**config.mk**
```make
export PLATFORM = sky130hd
export DESIGN_NAME = quiz_answer_judge
export DESIGN_NICKNAME = d
export VERILOG_FILES = /design/src/rtl/quiz_answer_judge.sv
export SDC_FILE = /design/constraint.sdc
export NUM_CORES = 1
export LEC_CHECK = 0
export CAP_MARGIN = 20
export CELL_PAD_IN_SITES_DETAIL_PLACEMENT = 2
export CELL_PAD_IN_SITES_GLOBAL_PLACEMENT = 2
export CORE_MARGIN = 3
export CORE_UTILIZATION = 33
export DETAILED_ROUTE_END_ITERATION = 8
export DONT_BUFFER_PORTS = 1
export PLACE_DENSITY_LB_ADDON = 0.1
export REMOVE_ABC_BUFFERS = 1
export SYNTH_ARGS = -nofsm -noshare
export SYNTH_HDL_FRONTEND = slang
export SYNTH_SLANG_ARGS = --single-unit
```
**constraint.sdc**
```tcl
create_clock -name clk -period 2.4 [get_ports clk]
set_input_delay 0.48 -clock clk [delete_from_list [all_inputs] [get_ports clk]]
set_output_delay 0.48 -clock clk [all_outputs]
set_load 0.1 [all_outputs]
```
**src/rtl/quiz_answer_judge.sv**
```systemverilog
// rtl/quiz_answer_judge.sv - quiz game controller: steers the LCG, captures a question, judges BCD answers
// and keeps score over a fixed number of rounds with a per-question time limit.
module quiz_answer_judge #(
  parameter int ROUNDS        = 8,
  parameter int TIME_LIMIT    = 500,
  parameter int ROLL_CYCLES   = 3,
  parameter int RESULT_CYCLES = 4
) (
  input  logic       clk,
  input  logic       rst_n,
  input  logic       start_btn,
  input  logic       submit_btn,
  input  logic [3:0] ans_tens,
  input  logic [3:0] ans_ones,
  input  logic [3:0] random_num,
  output logic [1:0] lcg_state,
  output logic [3:0] question,
  output logic       correct,
  output logic       wrong,
  output logic       timeout,
  output logic [3:0] score,
  output logic [3:0] round,
  output logic       done
);

  localparam int TW = $clog2(TIME_LIMIT) + 1;
  localparam int RW = $clog2(RESULT_CYCLES) + 1;
  localparam int LW = $clog2(ROLL_CYCLES) + 1;

  localparam logic [TW-1:0] TIME_LAST   = TW'(TIME_LIMIT - 1);
  localparam logic [RW-1:0] RESULT_LAST = RW'(RESULT_CYCLES - 1);
  localparam logic [LW-1:0] ROLL_LAST   = LW'(ROLL_CYCLES - 1);
  localparam logic [3:0]    ROUNDS_L    = 4'(ROUNDS);

  localparam logic [1:0] LCG_LATCH = 2'd0;
  localparam logic [1:0] LCG_ROLL  = 2'd1;
  localparam logic [1:0] LCG_HOLD  = 2'd2;

  typedef enum logic [2:0] {
    S_IDLE,
    S_ROLL,
    S_LATCH,
    S_ASK,
    S_WAIT,
    S_RESULT,
    S_DONE
  } state_t;

  state_t        state_q;
  logic [1:0]    lcg_q;
  logic [3:0]    question_q;
  logic          correct_q;
  logic          wrong_q;
  logic          timeout_q;
  logic [3:0]    score_q;
  logic [3:0]    round_q;
  logic          done_q;
  logic [TW-1:0] timer_q;
  logic [RW-1:0] res_cnt_q;
  logic [LW-1:0] roll_cnt_q;

  logic [3:0] exp_tens;
  logic [3:0] exp_ones;
  logic       ans_bcd;
  logic       ans_ok;
  logic [3:0] score_d;
  logic [3:0] round_d;

  // The question is binary 0..15; the player types it as two BCD digits.
  always_comb begin
    exp_tens = (question_q >= 4'd10) ? 4'd1 : 4'd0;
    exp_ones = (question_q >= 4'd10) ? (question_q - 4'd10) : question_q;
    ans_bcd  = (ans_tens <= 4'd1) && (ans_ones <= 4'd9);
    ans_ok   = ans_bcd && (ans_tens == exp_tens) && (ans_ones == exp_ones);
    score_d  = score_q + {3'b000, ans_ok};
    round_d  = round_q + 4'd1;
  end

  always_ff @(posedge clk) begin
    if (!rst_n) begin
      state_q    <= S_IDLE;
      lcg_q      <= LCG_ROLL;
      question_q <= 4'd0;
      correct_q  <= 1'b0;
      wrong_q    <= 1'b0;
      timeout_q  <= 1'b0;
      score_q    <= 4'd0;
      round_q    <= 4'd0;
      done_q     <= 1'b0;
      timer_q    <= '0;
      res_cnt_q  <= '0;
      roll_cnt_q <= '0;
    end else begin
      case (state_q)
        S_IDLE, S_DONE: begin
          if (start_btn) begin
            score_q <= 4'd0;
            round_q <= 4'd0;
            done_q  <= 1'b0;
            lcg_q   <= LCG_LATCH;
            state_q <= S_LATCH;
          end
        end
        S_ROLL: begin
          if (roll_cnt_q == ROLL_LAST) begin
            lcg_q   <= LCG_LATCH;
            state_q <= S_LATCH;
          end else begin
            roll_cnt_q <= roll_cnt_q + LW'(1);
          end
        end
        S_LATCH: begin
          lcg_q   <= LCG_HOLD;
          state_q <= S_ASK;
        end
        S_ASK: begin
          // random_num is valid one cycle after the latch command.
          question_q <= random_num;
          timer_q    <= '0;
          state_q    <= S_WAIT;
        end
        S_WAIT: begin
          timer_q <= timer_q + TW'(1);
          if (submit_btn) begin
            correct_q <= ans_ok;
            wrong_q   <= ~ans_ok;
            score_q   <= score_d;
            round_q   <= round_d;
            res_cnt_q <= '0;
            state_q   <= S_RESULT;
          end else if (timer_q == TIME_LAST) begin
            timeout_q <= 1'b1;
            round_q   <= round_d;
            res_cnt_q <= '0;
            state_q   <= S_RESULT;
          end
        end
        S_RESULT: begin
          if (res_cnt_q == RESULT_LAST) begin
            correct_q <= 1'b0;
            wrong_q   <= 1'b0;
            timeout_q <= 1'b0;
            lcg_q     <= LCG_ROLL;
            if (round_q == ROUNDS_L) begin
              done_q  <= 1'b1;
              state_q <= S_DONE;
            end else begin
              roll_cnt_q <= '0;
              state_q    <= S_ROLL;
            end
          end else begin
            res_cnt_q <= res_cnt_q + RW'(1);
          end
        end
        default: begin
          lcg_q   <= LCG_ROLL;
          state_q <= S_IDLE;
        end
      endcase
    end
  end

  assign lcg_state = lcg_q;
  assign question  = question_q;
  assign correct   = correct_q;
  assign wrong     = wrong_q;
  assign timeout   = timeout_q;
  assign score     = score_q;
  assign round     = round_q;
  assign done      = done_q;

endmodule

```
==> results by group <==
Outcome
  • Outcome: completed

Synth
  • Top cell type by total area after synthesis: dfxtp_1
  • Most frequent cells after synthesis: dfxtp_1 (37), nand2_1 (25), a21oi_1 (24)
  • Most common cell in the netlist: dfxtp_1
  • Yosys reg bits: 37
  • Prevailing post-synth register cell: dfxtp_1
  • Yosys warning total: 0
  • Post-synth ARST share: 0%
  • EDFF count, synth: 0
  • Mapped cell area: 0.00208 mm2
  • Gate Count Post-Synth: 255
  • Syn Area/Cell: 8.16 um2
  • Share of the synthesized area in the top cell type: 35.6%
  • Seq/Total Area, Yosys: 35.6%
  • Ranking of synthesized cells by area: dfxtp_1 (36%), ha_1 (6.0%), a21oi_1 (5.8%)
  • Post-synth cell types: 54

Clock tree
  • Hold_buf cts: 0
  • Clock Sinks: 37
  • Worst skew pair latency: 300 ps
  • Number of CTS-inserted buffers: 5
  • CTS tree: yes
  • Clock buffer depth: 2
  • H-tree levels: 2
  • Worst-path clk slew: 80 ps
  • Root buffer cell: clkbuf_8

Drt
  • DR WL/cell: 19.0 um
  • Detail Route Antenna Nets: 0
  • WL final: 6740 um
  • DRC viols: 0
  • Drt pass-1 iters: 4
  • Vias: 2048
  • DRT iter0 DRCs: 63
  • Vias per inst: 5.77

Job
  • Max Cap Violations: 0

Power
  • Pint: 1.37 mW
  • Clk pwr share: 27.7%
  • Sequential power share: 31.6%
  • Switching part of the total: 43.0%
  • Net Switching: 1.03 mW
  • Pleak: 0.927 nW
  • Peak VDD IR: 482 uV
  • Power per cell area: 953 mW/mm2
  • Comb power frac: 40.6%

Cells and area
  • Share of post-route cells with drive strength above 1: 19.3%
  • N_diodes: 0
  • Area delta synth->final: 21.3%
  • Register area: 746 um2
  • Nets: 305
  • Fillcell total: 687
  • Area of the multi-input gates: 0.00129 mm2
  • Final design utilization: 41.9%
  • Design area: 0.00252 mm2

Place
  • Port bufs: 0
  • DP Wirelength: 4720 um
  • Dpl cell area: 0.00233 mm2
  • GP Congestion: 0.711

GRT
  • Initial antenna violation count: 0
  • Vias in the first global route: 2036
  • Total congestion overflow: 0
  • Global-route wire length before repair: 10200 um
  • Pin count of the biggest net entering global routing: 25
  • GRT Overall Usage: 17.6%

Setup path
  • Buf+Inv Stages, Crit Path: 1
  • WP data required: 2640 ps
  • Worst Path Max Fanout: 7
  • Crit end category: register
  • CP Launch Type: register
  • Crit path max-delay cell type: or4_4
  • Worst path arrival time: 2600 ps
  • WS Path Type: reg -> reg
  • CP Cell Sequence: nor2b_4 > or4_4 > a32o_2 > nor3_2 > ha_2 > ha_4 > inv_2 > or3_4 > a21oi_2
  • CP delay by family, top: simple AND/OR/NAND/NOR gates
  • Critical Path Max Stage Delay: 500 ps

Die
  • Placeable core area: 0.00603 mm2
  • # IOs: 34
  • Die area: 0.00730 mm2
  • Cell Rows: 28
  • Chip Height: 85.4 um
  • DIE WIDTH: 85.4 um
  • Initial Util: 34.6%

STA
  • Final period util: 98.3%
  • Final hold violations: 0
  • Rel. slew slack: 40.6%
  • Hold_ws: 302 ps
  • Clk_skew: 8.22 ps
  • Achievable frequency: 424 MHz
  • Max-slew violations: 0
  • Endpoints failing setup: 0
  • Setup TNS: 0 ps
  • RSZ-0062 raised after global routing: true
  • Final critical-path required period: 2360 ps
  • Worst Tran Pin Value: 891 ps

Min path
  • Worst Hold Class: in -> reg
state kept, by name (all words and copies together), names as in the netlist:
register and cells:
timer_q 10, question 4, round 4, score 4
res_cnt_q 3, roll_cnt_q 3, state_q 3, lcg_state 2
correct 1, done 1, timeout 1, wrong 1
final timing paths:
path         cells past startpoint  slack [ps]                       from                   endpoint
min                              1         300                      rst_n    timer_q[6]$_SDFFE_PN0N_
max                              9          40   question[1]$_SDFFE_PN0P_      score[2]$_SDFFE_PN0P_
min reg2reg                      1         480  res_cnt_q[0]$_SDFFE_PN0P_  res_cnt_q[0]$_SDFFE_PN0P_
max reg2reg                      9          40   question[1]$_SDFFE_PN0P_      score[2]$_SDFFE_PN0P_
kinds of logic after synthesis:
| kind of cell | share of synthesized area [%] |
|---|---|
| and+or+nand+nor | 29.1 |
| AOI/OAI and AO/OA | 21.8 |
| DFF | 35.6 |
| buffers and inverters | 4.33 |
| adders and majority gates | 6.01 |
| xor gates and xnor gates | 1.68 |
| muxes | 1.50 |
power by group through the flow:
stage	Sequential [mW]	Combinational [mW]	Clock, mW
after floorplan	1.04	0.397	0
after global placement	0.764	0.940	0
after detailed placement	0.769	0.962	0
after CTS	0.758	0.971	0.677
after global routing	0.772	1.07	0.698
final	0.761	0.977	0.667
cell type report:
cell class	count	share of cell area (%)
repair buffers	28	8.47
multi-input cells	195	51.2
inverters	12	1.78
clock inverters	3	2.58
well taps	75	3.72
flip-flops and latches	37	29.5
clock buffers	5	2.73
worst register-to-register path, cell delays in order (launching register included):
cell,delay [ps]
dfxtp_4,370
nor2b_4,130
or4_4,500
a32o_2,270
nor3_2,170
ha_2,230
ha_4,140
inv_2,30
or3_4,350
a21oi_2,110
what timing repair did:
| action | 4_1_cts | 5_1_grt |
|---|---|---|
| buffers inserted | 0 | 1 |
| endpoints found under the setup margin | 1 | 2 |
| pin swaps | 0 | 6 |
| gates resized for setup | 2 | 13 |
per-stage QoR:
step / std cells / setup slack, ps / power, mW
after floorplan: 244 / -568 / 1.43
after global placement: 346 / -32.7 / 1.70
after detailed placement: 346 / -91.6 / 1.73
after CTS: 354 / 40.6 / 2.41
after global routing: 355 / -54.0 / 2.54
final: 355 / 40.1 / 2.41
per-layer routing:
| layer | global-route usage, % | vias to the layer above | wire length, um |
|---|---|---|---|
| li1 | - | 998 | - |
| met1 | 22.0 | 1015 | 3190 |
| met2 | 30.0 | 27 | 3220 |
| met3 | 4.66 | 8 | 247 |
| met4 | 4.46 | 0 | 92 |
| met5 | 0 | - | 0 |
cells in the final DEF (no fill, tap or decap), types with 3 or more instances in the layout:
cell	netlist	final
clkbuf_8	0	5
ha_1	10	8
nor4_1	3	3
nor3b_1	3	3
inv_1	11	10
or4_1	6	5
nand4_1	6	6
o31ai_1	3	3
a22oi_1	3	3
nor2_1	15	15
nand2_1	25	25
o21ai_0	13	13
nand2b_1	3	3
nor3_1	7	6
nand3_1	13	13
nand3b_1	3	3
o211ai_1	4	4
a21oi_1	24	23
a311oi_1	3	3
nor2b_1	6	5
buf_4	0	27
or3_1	5	4
dfxtp_1	37	35
Power figures use the tool's default switching activity.
